`config.mk`:
```
export PLATFORM = sky130hd
export DESIGN_NAME = mine_placer
export DESIGN_NICKNAME = d
export VERILOG_FILES = /design/src/rtl/mine_placer.sv
export SDC_FILE = /design/constraint.sdc
export NUM_CORES = 1
export LEC_CHECK = 0
export CAP_MARGIN = 25
export CORE_MARGIN = 2
export CORE_UTILIZATION = 50
export CTS_CLUSTER_DIAMETER = 200
export CTS_CLUSTER_SIZE = 12
export DETAILED_ROUTE_END_ITERATION = 6
export PLACE_DENSITY = 0.82
export RECOVER_POWER = 25
export SLEW_MARGIN = 15
export SYNTH_ARGS = -nofsm -noshare
export SYNTH_HDL_FRONTEND = slang
export SYNTH_SLANG_ARGS = --single-unit
```
`constraint.sdc`:
```
create_clock -name clk -period 6.4 [get_ports clk]
set_input_delay 1.28 -clock clk [delete_from_list [all_inputs] [get_ports clk]]
set_output_delay 1.28 -clock clk [all_outputs]
set_load 0.05 [all_outputs]
```
`src/rtl/mine_placer.sv`:
```
// Mine layout generator: clears all board arrays, then places the level's mine count via a free-running LFSR.
// Optional build macro MINE_PLACER_SAFE_NEIGHBOURS_EN widens the keep-out area to the 3x3 block around the safe cell.
module mine_placer #(
    parameter logic [15:0] LFSR_SEED    = 16'hACE1,
    parameter int          MINES_EASY   = 10,
    parameter int          MINES_MEDIUM = 15,
    parameter int          MINES_HARD   = 40
) (
    input  logic               clk,
    input  logic               rst,
    input  logic               start,
    input  logic [1:0]         level,
    input  logic [4:0]         safe_x,
    input  logic [4:0]         safe_y,
    output logic [7:0][7:0]    array_easy_out,
    output logic [9:0][9:0]    array_medium_out,
    output logic [15:0][15:0]  array_hard_out,
    output logic               busy,
    output logic               done,
    output logic [5:0]         mines_placed
);

    typedef enum logic [1:0] {
        ST_IDLE  = 2'd0,
        ST_CLEAR = 2'd1,
        ST_PLACE = 2'd2,
        ST_DONE  = 2'd3
    } state_t;

    localparam logic [5:0] TGT_EASY   = 6'(MINES_EASY);
    localparam logic [5:0] TGT_MEDIUM = 6'(MINES_MEDIUM);
    localparam logic [5:0] TGT_HARD   = 6'(MINES_HARD);

    state_t             state_r, state_nxt_s;
    logic               busy_r, done_r, busy_nxt_s, done_nxt_s;
    logic [15:0]        lfsr_r;
    logic [1:0]         level_r;
    logic [4:0]         safe_cx_r, safe_cy_r;
    logic               safe_valid_r;
    logic [5:0]         target_r;
    logic [5:0]         placed_r;
    logic [5:0]         placed_inc_s;
    logic [7:0][7:0]    array_easy_r;
    logic [9:0][9:0]    array_medium_r;
    logic [15:0][15:0]  array_hard_r;
    logic [3:0]         cand_x_s, cand_y_s;
    logic               in_range_s, occupied_s, excluded_s, accept_s;
    logic [5:0]         cx6_s, cy6_s, sx6_s, sy6_s;
    logic               start_ok_s;

    assign start_ok_s   = start && (level != 2'd0);
    assign placed_inc_s = placed_r + 6'd1;

    // LFSR: Fibonacci taps 16,14,13,11, free-running in every state.
    always_ff @(posedge clk) begin
        if (rst) begin
            lfsr_r <= LFSR_SEED;
        end else begin
            lfsr_r <= {lfsr_r[14:0], lfsr_r[15] ^ lfsr_r[13] ^ lfsr_r[12] ^ lfsr_r[10]};
        end
    end

    // Candidate coordinate extraction, range check and occupancy lookup for the latched level.
    always_comb begin
        cand_x_s   = 4'd0;
        cand_y_s   = 4'd0;
        in_range_s = 1'b0;
        occupied_s = 1'b0;
        case (level_r)
            2'd1: begin
                cand_x_s   = {1'b0, lfsr_r[2:0]};
                cand_y_s   = {1'b0, lfsr_r[6:4]};
                in_range_s = 1'b1;
                occupied_s = array_easy_r[cand_x_s[2:0]][cand_y_s[2:0]];
            end
            2'd2: begin
                cand_x_s   = lfsr_r[3:0];
                cand_y_s   = lfsr_r[7:4];
                in_range_s = (cand_x_s < 4'd10) && (cand_y_s < 4'd10);
                if (in_range_s) begin
                    occupied_s = array_medium_r[cand_x_s][cand_y_s];
                end else begin
                    occupied_s = 1'b0;
                end
            end
            2'd3: begin
                cand_x_s   = lfsr_r[3:0];
                cand_y_s   = lfsr_r[7:4];
                in_range_s = 1'b1;
                occupied_s = array_hard_r[cand_x_s][cand_y_s];
            end
            default: begin
                in_range_s = 1'b0;
                occupied_s = 1'b0;
            end
        endcase
    end

    assign cx6_s = {2'b00, cand_x_s};
    assign cy6_s = {2'b00, cand_y_s};
    assign sx6_s = {1'b0, safe_cx_r};
    assign sy6_s = {1'b0, safe_cy_r};

    // Keep-out test; board-edge clipping falls out of the unsigned comparisons.
    always_comb begin
        excluded_s = 1'b0;
        if (safe_valid_r) begin
`ifdef MINE_PLACER_SAFE_NEIGHBOURS_EN
            excluded_s = (cx6_s + 6'd1 >= sx6_s) && (cx6_s <= sx6_s + 6'd1) &&
                         (cy6_s + 6'd1 >= sy6_s) && (cy6_s <= sy6_s + 6'd1);
`else
            excluded_s = (cx6_s == sx6_s) && (cy6_s == sy6_s);
`endif
        end else begin
            excluded_s = 1'b0;
        end
    end

    assign accept_s = (state_r == ST_PLACE) && in_range_s && !occupied_s && !excluded_s;

    // State register with registered busy/done decoded from the next state.
    always_ff @(posedge clk) begin
        if (rst) begin
            state_r <= ST_IDLE;
            busy_r  <= 1'b0;
            done_r  <= 1'b0;
        end else begin
            state_r <= state_nxt_s;
            busy_r  <= busy_nxt_s;
            done_r  <= done_nxt_s;
        end
    end

    // Next-state logic.
    always_comb begin
        state_nxt_s = state_r;
        case (state_r)
            ST_IDLE: begin
                if (start_ok_s) begin
                    state_nxt_s = ST_CLEAR;
                end else begin
                    state_nxt_s = ST_IDLE;
                end
            end
            ST_CLEAR: state_nxt_s = ST_PLACE;
            ST_PLACE: begin
                if (accept_s && (placed_inc_s == target_r)) begin
                    state_nxt_s = ST_DONE;
                end else begin
                    state_nxt_s = ST_PLACE;
                end
            end
            ST_DONE: state_nxt_s = ST_IDLE;
            default: state_nxt_s = ST_IDLE;
        endcase
    end

    // Output decode of the upcoming state.
    always_comb begin
        busy_nxt_s = 1'b0;
        done_nxt_s = 1'b0;
        case (state_nxt_s)
            ST_CLEAR: busy_nxt_s = 1'b1;
            ST_PLACE: busy_nxt_s = 1'b1;
            ST_DONE:  done_nxt_s = 1'b1;
            default: begin
                busy_nxt_s = 1'b0;
                done_nxt_s = 1'b0;
            end
        endcase
    end

    // Request latching, board clearing and mine placement.
    always_ff @(posedge clk) begin
        if (rst) begin
            level_r        <= 2'd0;
            safe_cx_r      <= 5'd0;
            safe_cy_r      <= 5'd0;
            safe_valid_r   <= 1'b0;
            target_r       <= 6'd0;
            placed_r       <= 6'd0;
            array_easy_r   <= '0;
            array_medium_r <= '0;
            array_hard_r   <= '0;
        end else begin
            case (state_r)
                ST_IDLE: begin
                    if (start_ok_s) begin
                        level_r      <= level;
                        safe_valid_r <= (safe_x != 5'd0) && (safe_y != 5'd0);
                        safe_cx_r    <= safe_x - 5'd1;
                        safe_cy_r    <= safe_y - 5'd1;
                        case (level)
                            2'd1:    target_r <= TGT_EASY;
                            2'd2:    target_r <= TGT_MEDIUM;
                            2'd3:    target_r <= TGT_HARD;
                            default: target_r <= 6'd0;
                        endcase
                    end
                end
                ST_CLEAR: begin
                    placed_r       <= 6'd0;
                    array_easy_r   <= '0;
                    array_medium_r <= '0;
                    array_hard_r   <= '0;
                end
                ST_PLACE: begin
                    if (accept_s) begin
                        placed_r <= placed_inc_s;
                        case (level_r)
                            2'd1:    array_easy_r[cand_x_s[2:0]][cand_y_s[2:0]] <= 1'b1;
                            2'd2:    array_medium_r[cand_x_s][cand_y_s]         <= 1'b1;
                            2'd3:    array_hard_r[cand_x_s][cand_y_s]           <= 1'b1;
                            default: placed_r <= placed_r;
                        endcase
                    end
                end
                default: placed_r <= placed_r;
            endcase
        end
    end

    assign array_easy_out   = array_easy_r;
    assign array_medium_out = array_medium_r;
    assign array_hard_out   = array_hard_r;
    assign busy             = busy_r;
    assign done             = done_r;
    assign mines_placed     = placed_r;

endmodule
```
# ---- Word-level counts from Yosys, hierarchy flattened
# Index checks and enable logic that the tools add are counted.
dict set report totals {
  inputBits 15
  output_inout_bits 428
  elab_cells 161
  reg_bits 465
}
dict set report op_classes {
  n_mux 46
  n_bitwise 6
  reduce_logical 28
  add_sub_neg 3
  eq_ne 20
  n_lt_le_gt_ge 14
}
# op count
set op_table {}
lappend op_table {{256-bit 2-to-1 mux} 2}
lappend op_table {{256-bit case mux with 2 select lines} 1}
lappend op_table {{256-bit OR} 1}
lappend op_table {{100-bit 2-to-1 mux} 2}
lappend op_table {{100-bit case mux with 2 select lines} 1}
lappend op_table {{64-bit 2-to-1 mux} 2}
lappend op_table {{64-bit case mux with 2 select lines} 1}
lappend op_table {{100-bit OR} 1}
lappend op_table {{16-bit binary-select mux with 4-bit select} 1}
lappend op_table {{16-bit demux with 4-bit select} 1}
lappend op_table {{64-bit OR} 1}
lappend op_table {{10-bit binary-select mux with 4-bit select} 1}
lappend op_table {{10-bit demux with 4-bit select} 1}
lappend op_table {{16-bit 2-to-1 mux} 2}
lappend op_table {{8-bit binary-select mux with 3-bit select} 1}
lappend op_table {{8-bit demux with 3-bit select} 1}
lappend op_table {{4-bit by 5-bit < comparator with 1-bit output (second input constant)} 4}
lappend op_table {{10-bit 2-to-1 mux} 2}
lappend op_table {{6-bit case mux with 3 select lines} 1}
lappend op_table {{2-bit == test (second input constant)} 8}
lappend op_table {{3-bit by 4-bit < comparator with 1-bit output (second input constant)} 4}
lappend op_table {{8-bit 2-to-1 mux} 2}
lappend op_table {{4-bit case mux with 2 select lines} 2}
lappend op_table {{1-bit logical AND} 12}
lappend op_table {{29 further kinds} 62}

# ---- Longest topological paths before layout
dict set report depth {
  word_depth 15
  depth_mapped 16
}

# ---- Worst setup path after synthesis
# OpenSTA, ideal clock, no wires.
dict set report synth_timing {
  kind {register to register}
  startpoint {register lfsr_r[1]}
  endpoint {register busy_r, in the netlist busy}
  path_slack_ps 3230
  setup_ps 127
  stages_incl_launch_ff 13
  required_ps 6273
  path_buffers 3
  arrival_ps 3043
  path_cell_list {dfxtp_1 buf_2 buf_2 clkbuf_1 mux4_2 mux4_2 nand3_1 nand3_1 o32ai_2 nand4_1 nand2_1 ha_1 nor2b_1}
}
dict set report synth_via {
  elab_chain_len 15
}
# item line
set synth_lines {}
lappend synth_lines {{from (decl)} 36} ;# logic [15:0] lfsr_r;
lappend synth_lines {{from (signal assigned)} 59} ;# lfsr_r <= {lfsr_r[14:0], lfsr_r[15] ^ lfsr_r[13] ^ lfsr_r[12] ^ lfsr_r[10]};
lappend synth_lines {{10-bit binary-select mux with 4-bit select} 81} ;# occupied_s = array_medium_r[cand_x_s][cand_y_s];
lappend synth_lines {{10-bit 2-to-1 mux (implied by the code)} 81}
lappend synth_lines {{1-bit binary-select mux with 4-bit select} 81}
lappend synth_lines {{1-bit 2-to-1 mux (implied by the code)} 81}
lappend synth_lines {{1-bit 2-to-1 mux} 80} ;# if (in_range_s) begin
lappend synth_lines {{1-bit case mux with 3 select lines} 69} ;# case (level_r)
lappend synth_lines {{1-bit zero test} 119} ;# assign accept_s = (state_r == ST_PLACE) && in_range_s && !occupied_s && !excluded_s;
lappend synth_lines {{1-bit logical AND} 119}
lappend synth_lines {{1-bit logical AND (*)} 119}
lappend synth_lines {{1-bit logical AND (*)} 147} ;# if (accept_s && (placed_inc_s == target_r)) begin
lappend synth_lines {{1-bit 2-to-1 mux (*)} 147}
lappend synth_lines {{2-bit case mux with 4 select lines (*)} 137} ;# case (state_r)
lappend synth_lines {{2-bit == test or 2-bit by 1-bit == test with 1-bit output (tied branches)} 162} ;# case (state_nxt_s)
lappend synth_lines {{2-bit OR reduction (no line) (*)} n/a}
lappend synth_lines {{1-bit 2-to-1 mux (*)} 162}
lappend synth_lines {{via busy_nxt_s} 35} ;# logic busy_r, done_r, busy_nxt_s, done_nxt_s;
lappend synth_lines {{to (signal assigned)} 129} ;# busy_r <= busy_nxt_s;
lappend synth_lines {{to (decl)} 35}
# Mark *: on every way through the listed nets, which the timed path passes. The rest lies on a longest branch. The select of a mux whose other input is x is not followed.
# A chain may end at the register's enable or synchronous reset.

==> out/metrics.csv <==
stage;metric;value;unit
timing;slew_headroom;-0.376;
clocking;numCtsBuffers;44;
timing;worstMarginPinSlew;2060;ps
global_route;grtUsageTotal;0.367;
yosys;ys_ff_latch;463;
floorplanning;fp.dieW;202;µm
floorplanning;die_y;202;µm
global_route;grt.overflow.total;0;
yosys;yosysTopAreaCell;dfxtp_1;
power_and_ir_drop;p_switching;0.00153;W
yosys;synth_top_area_frac;0.473;
floorplanning;row_count;72;
yosys;synth_edf_count;0;
clocking;hold_buffers;0;
floorplanning;core;0.0386;mm²
global_route;met2_usage;0.582;
clocking;htree_levels;2;
yosys;ys.warnings.count;0;
power_and_ir_drop;p_clk_frac;0.397;
layout;final_common_cell;dfxtp_1;
layout;final_cell_mix;dfxtp_1 (460), a32o_1 (386), clkdlybuf4s50_1 (239);
yosys;netlist_instances;1726;
floorplanning;die_area;0.0408;mm²
critical_path;r2r_cells;9;
timing;min_period_over_period;0.791;
layout;n_antenna_cell;0;
clocking;cts.sinks;463;
timing;fmax;197;MHz
placed_design;hpwl;53.0;mm
critical_path;arrival;5530;ps
global_route;antenna_found_initial;1;
critical_path;crit_type;in2reg;
placed_design;place.gp.congestion;0.953;
power_and_ir_drop;p_seq_frac;0.507;
clocking;clk_latency;590;ps
timing;setup_viol;0;
timing;finalSetupTns;0;ps
global_route;use_met3;0.107;
yosys;synth_seq_area_share;0.473;
layout;nFillCells;2934;
placed_design;io_buffers;442;
critical_path;end_kind;flip-flop;
placed_design;placed_cells;2524;
detailed_routing;wl_per_cell;30.1;µm
detailed_routing;wl;77.6;mm
yosys;synthDistinctLibCells;69;
timing;fin_skew;23.6;ps
yosys;ys_top_cells_by_area;dfxtp_1 (47%), a32o_1 (20%), mux4_2 (8.6%);
layout;multi_input_area;0.00940;mm²
global_route;grt_pass1_vias;17300;
power_and_ir_drop;ir_worst_vdd;0.218;mV
yosys;syn_nets;1753;
flow_run;cap_violations;1;
layout;instances_no_fill;2578;
detailed_routing;drt-initial-drc-count;2557;
critical_path;cp.required;6860;ps
detailed_routing;detail-route-antenna-nets;0;
layout;nets;2084;
yosys;synth.avg_cell_area;11.4;µm²
power_and_ir_drop;total_power;0.00585;W
global_route;grt_busiest_layer;met2;
power_and_ir_drop;combPwrFrac;0.096;
detailed_routing;drt-pass1-iter-count;7;
layout;area_growth;29.8;%
global_route;grt_max_degree;241;
yosys;synthesis.area;0.0196;mm²
detailed_routing;viasPerCell;7.10;
clocking;post-cts-setup-buffer-count;0;
global_route;use_met1;0.447;
min_path;holdCritPathClass;reg2reg;
clocking;cts_tree;done;
timing;final-max-slew-violation-count;48;
power_and_ir_drop;power_density;230;mW/mm²
yosys;ys.flop_type;dfxtp_1;
critical_path;cp-start-kind;input pin;
min_path;min_path_cells;1;
floorplanning;io_pins;443;
power_and_ir_drop;p_int;0.00432;W
timing;rsz0062_at_grt;no;
critical_path;path_max_fanout;47;
timing;fin_crit;5060;ps
global_route;grt_pass1_wl;113;mm
yosys;async_flop_share;0;
status;violations;max-capacitance violations, max-slew violations;
layout;drive_gt1_frac;0.115;
status;status;complete, but fails checks;
clocking;cts_buffer_depth;3;
detailed_routing;drc_errors;0;
floorplanning;start_util;0.507;
power_and_ir_drop;switching_share;0.262;
clocking;clockRootBuffer;clkbuf_16;
clocking;cts_resized;0;
detailed_routing;via_count;18300;
power_and_ir_drop;power.leakage;9.47;nW
layout;seqCellArea;0.00928;mm²
clocking;clk_pin_slew;60;ps
timing;hold_violations;0;
## sequential cells by signal, summed over array words and instances (netlist names)
register / cells
state_r: 2
target_r: 4
array_easy_out: 64
array_medium_out: 100
done: 1
mines_placed: 6
busy: 1
safe_valid_r: 1
lfsr_r: 16
level_r: 2
safe_cx_r: 5
safe_cy_r: 5
array_hard_out: 256
## final timing paths
path | to | slack (ps) | start
max reg2reg | array_hard_out[21] | 1460 | lfsr_r[0]
max | array_hard_out[204] | 1340 | rst
min | lfsr_r[10] | 420 | lfsr_r[9]
min reg2reg | lfsr_r[10] | 420 | lfsr_r[9]
## per-layer routing
layer | part of all wire | wire [µm]
met1 | 0.35 | 27000
met2 | 0.46 | 35500
met3 | 0.13 | 9900
met4 | 0.067 | 5240
met5 | 0.00014 | 11
## through the flow
stage	instance area, µm²	utilization	worst slack [ps]	hold WS [ps]
5_1_grt	25400	0.658	1070	409
2_1_floorplan	19600	-	3230	389
4_1_cts	25400	0.657	1770	411
6_report	25400	0.658	1340	419
3_3_place_gp	24200	0.626	1810	395
3_5_place_dp	24200	0.627	1810	402
## cell usage after synthesis, types with 6 or more instances
library cell and number:
a211oi_1 13, a21oi_1 14, a221oi_1 11, a22o_1 22, a22oi_1 8, a31oi_1 6
a32o_1 386, and2_1 12, and3_1 6, buf_1 10, buf_2 18, buf_4 32
clkbuf_1 146, dfxtp_1 463, ha_1 12, inv_1 17, mux2_2 12, mux2i_1 66
mux4_2 75, nand2_1 79, nand2b_1 9, nand3_1 15, nand4_1 10, nor2_1 90
nor2b_1 17, nor3_1 21, nor4_1 10, o21ai_0 32, o22ai_1 16, o31ai_1 7
or2_2 11, xnor2_1 10
## critical path, stage by stage
cell and delay (ps):
dlygate4sd3_1 690, clkbuf_1 1510, clkinv_1 900, nand2_1 570, nor2_1 140, and3_1 200, a22o_1 200
## area by class of cell
| type | instances | area share |
|---|---|---|
| clock buffer | 46 | 0.0444 |
| clock inverter | 3 | 0.000984 |
| inverter | 20 | 0.00295 |
| multi-input combinational | 1033 | 0.370 |
| sequential | 463 | 0.365 |
| tap | 518 | 0.0255 |
| timing repair buffer | 495 | 0.192 |
## cells by family after synthesis
kind of cell             share of synthesized area
adder cells (fa/ha/maj)                    0.00766
AND/OR/NAND/NOR                             0.0737
flip-flops                                   0.473
XOR/XNOR                                   0.00670
multiplexers                                 0.127
AO/OA/AOI/OAI                                0.260
buffers and inverters                       0.0529
## power groups by stage
stage	Clock (W)	Combinational, W	Sequential [W]
final	0.00232	0.000562	0.00297
after global placement	0	0.000531	0.00303
after detailed placement	0	0.000543	0.00303
after floorplan	0	0.000439	0.00298
after global routing	0.00243	0.000587	0.00297
after CTS	0.00233	0.000546	0.00297
(Power assumes the default switching activity.)
